--- src/rtl/a_format_pkg.sv ---
// Shared definitions for the A-form decoder: unit codes, operand access
// encodings, opcode/XO constants and the per-instruction decode record.
package a_format_pkg;

    localparam logic [2:0] FU_FX = 3'd0;
    localparam logic [2:0] FU_FP = 3'd1;
    localparam logic [2:0] FU_LS = 3'd2;
    localparam logic [2:0] FU_CR = 3'd3;
    localparam logic [2:0] FU_BR = 3'd4;

    // Operand access: bit 0 = read, bit 1 = write.
    localparam logic [1:0] RW_NONE  = 2'b00;
    localparam logic [1:0] RW_READ  = 2'b01;
    localparam logic [1:0] RW_WRITE = 2'b10;

    localparam logic [5:0] OP_X31  = 6'd31;
    localparam logic [5:0] OP_FP59 = 6'd59;
    localparam logic [5:0] OP_FP63 = 6'd63;

    localparam logic [4:0] XO_ISEL    = 5'd15;
    localparam logic [4:0] XO_FDIV    = 5'd18;
    localparam logic [4:0] XO_FSUB    = 5'd20;
    localparam logic [4:0] XO_FADD    = 5'd21;
    localparam logic [4:0] XO_FSQRT   = 5'd22;
    localparam logic [4:0] XO_FSEL    = 5'd23;
    localparam logic [4:0] XO_FRE     = 5'd24;
    localparam logic [4:0] XO_FMUL    = 5'd25;
    localparam logic [4:0] XO_FRSQRTE = 5'd26;
    localparam logic [4:0] XO_FMSUB   = 5'd28;
    localparam logic [4:0] XO_FMADD   = 5'd29;
    localparam logic [4:0] XO_FNMSUB  = 5'd30;
    localparam logic [4:0] XO_FNMADD  = 5'd31;

    localparam int CR1 = 1;

    typedef struct packed {
        logic [1:0] rw;
        logic       is_reg;
    } operand_t;

    // ops[0] is operand 1 (the target), ops[3] is operand 4.
    typedef struct packed {
        logic [2:0]     fu;
        operand_t [3:0] ops;
        logic           illegal;
    } decode_t;

endpackage

--- src/rtl/a_format_decode_comb.sv ---
// Purely combinational A-form field decode: classifies the encoding and
// produces the operand/unit record for the first (or only) micro-op.
module a_format_decode_comb
    import a_format_pkg::*;
(
    input  logic [5:0] primary,
    input  logic [4:0] xo,
    input  logic       rc,
    input  logic [4:0] ra,
    input  logic       split_en,
    output decode_t    rec,
    output logic       is_legal,
    output logic       needs_split
);

    logic xo_fp, a_unused, b_unused, c_unused, is_fp, is_isel;

    always_comb begin
        xo_fp    = 1'b1;
        a_unused = 1'b0;
        b_unused = 1'b0;
        c_unused = 1'b0;
        case (xo)
            XO_FDIV, XO_FSUB, XO_FADD:      c_unused = 1'b1;
            XO_FSQRT, XO_FRE, XO_FRSQRTE: begin
                a_unused = 1'b1;
                c_unused = 1'b1;
            end
            XO_FMUL:                        b_unused = 1'b1;
            // fsel exists only in the double-precision opcode space
            XO_FSEL:                        xo_fp = (primary == OP_FP63);
            XO_FMSUB, XO_FMADD, XO_FNMSUB, XO_FNMADD: xo_fp = 1'b1;
            default:                        xo_fp = 1'b0;
        endcase

        is_fp   = xo_fp && ((primary == OP_FP63) || (primary == OP_FP59));
        is_isel = (primary == OP_X31) && (xo == XO_ISEL) && !rc;

        rec = '0;
        if (is_fp) begin
            rec.fu     = FU_FP;
            rec.ops[0] = '{RW_WRITE, 1'b1};
            rec.ops[1] = '{RW_READ, !a_unused};
            rec.ops[2] = '{RW_READ, !b_unused};
            rec.ops[3] = '{RW_READ, !c_unused};
        end else if (is_isel) begin
            rec.fu     = FU_FX;
            rec.ops[0] = '{RW_WRITE, 1'b1};
            // RA=0 selects the literal zero, not GPR0
            rec.ops[1] = '{RW_READ, ra != 5'd0};
            rec.ops[2] = '{RW_READ, 1'b1};
            rec.ops[3] = '{RW_NONE, 1'b0};
        end else begin
            rec.illegal = 1'b1;
        end

        is_legal    = is_fp | is_isel;
        needs_split = split_en & is_fp & rc;
    end

endmodule

--- src/rtl/a_format_decode_queue.sv ---
// A-form decoder with a DEPTH-entry output FIFO: one instruction in per cycle,
// up to two micro-ops written per cycle when Rc=1 FP forms are split.
module a_format_decode_queue
    import a_format_pkg::*;
#(
    parameter int ADDR_W         = 64,
    parameter int INST_W         = 32,
    parameter int PID_W          = 20,
    parameter int TID_W          = 16,
    parameter int MAJ_ID_W       = 64,
    parameter int MIN_ID_W       = 7,
    parameter int OPCODE_W       = 12,
    parameter int REG_W          = 5,
    parameter int FU_W           = 3,
    parameter int DEPTH          = 4,
    parameter int SPLIT_RC       = 1,
    parameter int REPORT_ILLEGAL = 0
) (
    input  logic                     clock_i,
    input  logic                     reset_i,
    input  logic                     flush_i,
    input  logic                     valid_i,
    output logic                     ready_o,
    input  logic [INST_W-1:0]        instruction_i,
    input  logic [ADDR_W-1:0]        instructionAddress_i,
    input  logic                     is64Bit_i,
    input  logic [PID_W-1:0]         instructionPid_i,
    input  logic [TID_W-1:0]         instructionTid_i,
    input  logic [MAJ_ID_W-1:0]      instructionMajId_i,
    output logic                     valid_o,
    input  logic                     ready_i,
    output logic [OPCODE_W-1:0]      opcode_o,
    output logic                     illegal_o,
    output logic [ADDR_W-1:0]        instructionAddress_o,
    output logic                     is64Bit_o,
    output logic [PID_W-1:0]         instPid_o,
    output logic [TID_W-1:0]         instTid_o,
    output logic [MAJ_ID_W-1:0]      instMajId_o,
    output logic [MIN_ID_W-1:0]      instMinId_o,
    output logic [FU_W-1:0]          functionalUnitType_o,
    output logic [1:0]               op1rw_o,
    output logic [1:0]               op2rw_o,
    output logic [1:0]               op3rw_o,
    output logic [1:0]               op4rw_o,
    output logic                     op1IsReg_o,
    output logic                     op2IsReg_o,
    output logic                     op3IsReg_o,
    output logic                     op4IsReg_o,
    output logic [4*REG_W-1:0]       instructionBody_o,
    output logic [$clog2(DEPTH):0]   count_o
);

    localparam int AW     = $clog2(DEPTH);
    localparam int CNT_W  = AW + 1;
    localparam int BODY_W = 4 * REG_W;

    decode_t             dec, dec_split;
    logic                is_legal, needs_split;
    logic [BODY_W-1:0]   body, body_split;
    logic [OPCODE_W-1:0] opcode;
    logic                accept, push1, push2, pop;
    logic [CNT_W-1:0]    count, n_push;
    logic [AW-1:0]       wr_ptr, rd_ptr, wr_ptr_nxt;

    logic [ADDR_W-1:0]   addr_q [DEPTH];
    logic                is64_q [DEPTH];
    logic [PID_W-1:0]    pid_q  [DEPTH];
    logic [TID_W-1:0]    tid_q  [DEPTH];
    logic [MAJ_ID_W-1:0] maj_q  [DEPTH];
    logic [MIN_ID_W-1:0] min_q  [DEPTH];
    decode_t             dec_q  [DEPTH];
    logic [BODY_W-1:0]   body_q [DEPTH];
    logic [OPCODE_W-1:0] opc_q  [DEPTH];

    a_format_decode_comb u_decode (
        .primary    (instruction_i[31:26]),
        .xo         (instruction_i[5:1]),
        .rc         (instruction_i[0]),
        .ra         (instruction_i[20:16]),
        .split_en   (SPLIT_RC != 0),
        .rec        (dec),
        .is_legal   (is_legal),
        .needs_split(needs_split)
    );

    assign body   = instruction_i[6 +: BODY_W];
    assign opcode = OPCODE_W'({instruction_i[31:26], instruction_i[5:0]});

    // Second micro-op of a split: CR1 target, no other operands.
    always_comb begin
        dec_split        = '0;
        dec_split.fu     = FU_CR;
        dec_split.ops[0] = '{RW_WRITE, 1'b1};
        body_split       = body;
        body_split[BODY_W-1 -: REG_W] = REG_W'(CR1);
    end

    // Two free slots are always reserved so a split never overflows.
    assign ready_o    = (count <= CNT_W'(DEPTH - 2));
    assign valid_o    = (count != '0);
    assign accept     = valid_i & ready_o;
    assign push1      = accept & (is_legal | (REPORT_ILLEGAL != 0));
    assign push2      = accept & needs_split;
    assign pop        = valid_o & ready_i;
    assign n_push     = CNT_W'(push1) + CNT_W'(push2);
    assign wr_ptr_nxt = wr_ptr + AW'(1);

    always_ff @(posedge clock_i or negedge reset_i) begin
        if (!reset_i) begin
            wr_ptr <= '0;
            rd_ptr <= '0;
            count  <= '0;
            for (int i = 0; i < DEPTH; i++) begin
                addr_q[i] <= '0;
                is64_q[i] <= 1'b0;
                pid_q[i]  <= '0;
                tid_q[i]  <= '0;
                maj_q[i]  <= '0;
                min_q[i]  <= '0;
                dec_q[i]  <= '0;
                body_q[i] <= '0;
                opc_q[i]  <= '0;
            end
        end else if (flush_i) begin
            wr_ptr <= '0;
            rd_ptr <= '0;
            count  <= '0;
        end else begin
            if (push1) begin
                addr_q[wr_ptr] <= instructionAddress_i;
                is64_q[wr_ptr] <= is64Bit_i;
                pid_q[wr_ptr]  <= instructionPid_i;
                tid_q[wr_ptr]  <= instructionTid_i;
                maj_q[wr_ptr]  <= instructionMajId_i;
                min_q[wr_ptr]  <= '0;
                dec_q[wr_ptr]  <= dec;
                body_q[wr_ptr] <= body;
                opc_q[wr_ptr]  <= opcode;
            end
            if (push2) begin
                addr_q[wr_ptr_nxt] <= instructionAddress_i;
                is64_q[wr_ptr_nxt] <= is64Bit_i;
                pid_q[wr_ptr_nxt]  <= instructionPid_i;
                tid_q[wr_ptr_nxt]  <= instructionTid_i;
                maj_q[wr_ptr_nxt]  <= instructionMajId_i;
                min_q[wr_ptr_nxt]  <= MIN_ID_W'(1);
                dec_q[wr_ptr_nxt]  <= dec_split;
                body_q[wr_ptr_nxt] <= body_split;
                opc_q[wr_ptr_nxt]  <= opcode;
            end
            wr_ptr <= wr_ptr + AW'(n_push);
            rd_ptr <= rd_ptr + AW'(pop);
            count  <= count + n_push - CNT_W'(pop);
        end
    end

    assign count_o              = count;
    assign opcode_o             = opc_q[rd_ptr];
    assign illegal_o            = dec_q[rd_ptr].illegal;
    assign instructionAddress_o = addr_q[rd_ptr];
    assign is64Bit_o            = is64_q[rd_ptr];
    assign instPid_o            = pid_q[rd_ptr];
    assign instTid_o            = tid_q[rd_ptr];
    assign instMajId_o          = maj_q[rd_ptr];
    assign instMinId_o          = min_q[rd_ptr];
    assign functionalUnitType_o = FU_W'(dec_q[rd_ptr].fu);
    assign op1rw_o              = dec_q[rd_ptr].ops[0].rw;
    assign op2rw_o              = dec_q[rd_ptr].ops[1].rw;
    assign op3rw_o              = dec_q[rd_ptr].ops[2].rw;
    assign op4rw_o              = dec_q[rd_ptr].ops[3].rw;
    assign op1IsReg_o           = dec_q[rd_ptr].ops[0].is_reg;
    assign op2IsReg_o           = dec_q[rd_ptr].ops[1].is_reg;
    assign op3IsReg_o           = dec_q[rd_ptr].ops[2].is_reg;
    assign op4IsReg_o           = dec_q[rd_ptr].ops[3].is_reg;
    assign instructionBody_o    = body_q[rd_ptr];

endmodule

--- config.mk ---
export PLATFORM = sky130hd
export DESIGN_NAME = a_format_decode_queue
export DESIGN_NICKNAME = d
export VERILOG_FILES = /design/src/rtl/a_format_pkg.sv /design/src/rtl/a_format_decode_comb.sv /design/src/rtl/a_format_decode_queue.sv
export SDC_FILE = /design/constraint.sdc
export NUM_CORES = 1
export LEC_CHECK = 0
export BUFFER_PORTS_ARGS = -buffer_cell sky130_fd_sc_hd__buf_2
export CORE_UTILIZATION = 53
export DETAILED_ROUTE_END_ITERATION = 10
export GPL_ROUTABILITY_DRIVEN = 0
export GPL_TIMING_DRIVEN = 0
export PLACE_DENSITY = 0.84
export SETUP_SLACK_MARGIN = 0.3
export SYNTH_ARGS = -nofsm -noshare
export SYNTH_HDL_FRONTEND = slang
export SYNTH_SLANG_ARGS = --single-unit
--- constraint.sdc ---
create_clock -name clock_i -period 2.25 [get_ports clock_i]
set_clock_uncertainty 0.2 [all_clocks]
set_input_delay 0.1125 -clock clock_i [delete_from_list [all_inputs] [get_ports clock_i]]
set_output_delay 0.1125 -clock clock_i [all_outputs]
set_load 0.05 [all_outputs]
==> summary.txt <==
Global route
  – Initial antenna violation count: 15
  – Tot GR Track Use: 32.0%
  – Grt met3 use: 7.21%
  – Number of global-route vias before repair: 29147
  – M1 GR Usage: 40.2%
  – Largest net degree at the start of global routing: 125
  – GRT Max-Usage Layer: met2
  – GR Layer Usage met2: 52.0%
  – Total grt overflow: 0
  – First-pass GRT wire length: 179 mm

Finish
  – Multi-input logic area: 16000 µm²
  – Layout cells sized above 1: 45.0%
  – Synthesis-to-layout area growth: 36.7%
  – Finished layout cell area: 52900 µm²
  – Final #Nets: 3726
  – Fin util: 73.6%
  – Reg area: 22200 µm²
  – Filler instances: 3946

Critical path
  – FF-to-FF path depth: 10
  – CP Data Required Time: 1940 ps
  – CP Max Fanout: 10
  – CP arrival: 2490 ps
  – Reg2Reg Launch Point: count_o[1]
  – Flop2flop setup slack: -520 ps
  – Setup crit end kind: output pin
  – CP Launch Type: flop
  – Worst Setup SP: rd_ptr[0]
  – CP Class: reg -> out

Die
  – Initial Utilization: 53.8%
  – I/O pin cnt: 427
  – Core area: 71900 µm²
  – Full die area: 74100 µm²
  – DIE HEIGHT: 272 µm
  – Rows: 98
  – Die width: 272 µm

Logic synthesis
  – Top cell type's share of synthesized area: 57.4%
  – Mapped Cells: 2658
  – Syn Nets: 2867
  – Yosys reg bits: 887
  – Area contributors post-synth: dfrtp_1 (57%), mux4_2 (13%), mux2_2 (7.9%)
  – Synthesized area: 38700 µm²
  – Ys async rst share: 100%
  – Distinct cells, synth: 53
  – Avg Cell Area, Syn: 14.6 µm²
  – Sequential area share after synthesis: 57.4%
  – Syn. warnings: 0
  – Post-synth EDFFs: 0
  – Post-synth top cells: dfrtp_1 (887), nand2_1 (569), mux2_2 (271), mux4_2 (220), mux2_1 (147)
  – Synth Flop Type: dfrtp_1
  – Cell type with the highest aggregate area in the netlist: dfrtp_1
  – Top-count cell post-synth: dfrtp_1

STA
  – Final TNS setup: -394760 ps
  – Tcrit/Tclk final: 125%
  – Slew Viols, Final: 0
  – Setup violations, final: 1095
  – Worst slew margin: 37.7%
  – Worst-Margin Slew: 931 ps
  – Minimum clock period: 2810 ps
  – RSZ-0062 raised after global routing: true
  – Setup slack after layout: -556 ps
  – Final Hold Vio Count: 271
  – Hold slack: -808 ps
  – Fmax: 356 MHz

Power
  – Static Leak: 27.1 nW
  – VDD IR max: 1.06 mV
  – P per Cell Area: 818 nW/µm²

Placement
  – Port Buffers: 425
  – DP HPWL: 68.7 mm
  – Placed Area: 42400 µm²

Detailed routing
  – Initial DRC Count: 2996
  – Total Wirelength: 135 mm
  – Total number of vias: 28361
  – DR pass1 iterations: 8
  – Post-DR wirelength/cell: 29.7 µm
  – Remaining DRCs: 0
  – DR vias/cell: 6.22
  – Detail Route Antenna Nets: 0

Clock network
  – CTS tree: built
  – Clk sinks: 887
  – H-tree Lvls: 3
  – CTS root buffer: clkbuf_16
  – Worst skew pair latency: 660 ps
  – CTS Buffer Depth: 3
  – Worst-path clk slew: 60 ps
  – Clock buffer count from CTS: 91

Worst hold path
  – Hold WC Path Type: in -> async

Status
  – Failing checks: hold timing, setup timing
  – Run status: finished with violations

Run
  – Max Cap Violations: 0
-- flip-flops by register name, indices dropped and copies added, names as in the netlist, 28 cells and up --
register,count
body_q,80
maj_q,256
dec_q,64
pid_q,80
addr_q,256
tid_q,64
opc_q,48
min_q,28
-- layout by cell type, fill, tap and decap left out, drive strengths merged, types with 9 or more instances in the layout --
cell,count
nor2,22
a22o,26
and3,13
buf,647
dfrtp,887
and2,38
o21a,9
diode,16
clkbuf,227
mux4,220
or3,9
nand2,570
o21ai,18
dlygate4sd3,199
clkinv,25
nand2b,22
inv,16
mux2,558
-- worst max-delay path, cell delays in order (launching register included) --
cell and delay, ps:
dfrtp_1 390, clkbuf_16 190, clkbuf_16 220, buf_12 180, mux4_2 630, buf_6 210
-- metal layers --
layer | wire, µm | vias up
met3 | 11300 | 666
met1 | 48300 | 14709
li1 | - | 11210
met5 | 34 | -
met2 | 65500 | 1770
met4 | 10200 | 6
-- path summary, 6_finish.rpt --
path                                    to
max in group asynchronous        wr_ptr[1]
min in group clock_i             dec_q[13]
setup / recovery           instMajId_o[39]
hold reg to reg                  dec_q[49]
hold / removal                  maj_q[113]
setup reg to reg                 maj_q[95]
-- logic make-up (layout without fill, tap and decap cells) --
logic type	after synthesis	count (layout)	synth area share, %
and+or+nand+nor	709	709	7.65
AOI/OAI and AO/OA	84	84	1.69
muxes	778	778	30.4
xor gates and xnor gates	5	5	0.113
buffers and inverters	188	1122	2.53
DFF	887	887	57.4
adders and majority gates	7	7	0.246
other	0	16	0
-- cell type report --
type | count | share of cell area (%)
Antenna cell | 16 | 0.0757
Buffer | 175 | 4.70
Clock buffer | 135 | 5.05
Clock inverter | 33 | 0.797
Inverter | 13 | 0.0923
Multi-Input combinational cell | 1583 | 30.2
Sequential cell | 887 | 42.0
Tap cell | 950 | 2.25
Timing Repair Buffer | 766 | 14.9
-- repair_timing --
action	in CTS	in global routing
hold buffers	200	4
setup endpoints to repair	1217	1249
pin swaps	88	26
setup buffers	29	43
cloned	16	43
resized for setup	822	243
endpoints found under the hold margin	1050	279
-- report_power, final --
part	switching [W]	internal (W)	leakage, nW
registers	0.000377	0.0165	12.3
logic	0.00585	0.00467	13.2
clock network	0.00694	0.00891	1.53
total	0.0132	0.0301	27.1
-- stage by stage --
step                      total power [W]  std cells  worst slack [ps]
after floorplan                    0.0222       2658              -285
after global placement             0.0245       4033            -19670
after detailed placement           0.0246       4041             -1990
after CTS                          0.0421       4454              -460
after global routing               0.0443       4552              -610
final                              0.0432       4558              -556
Power figures use the tool's default switching activity.
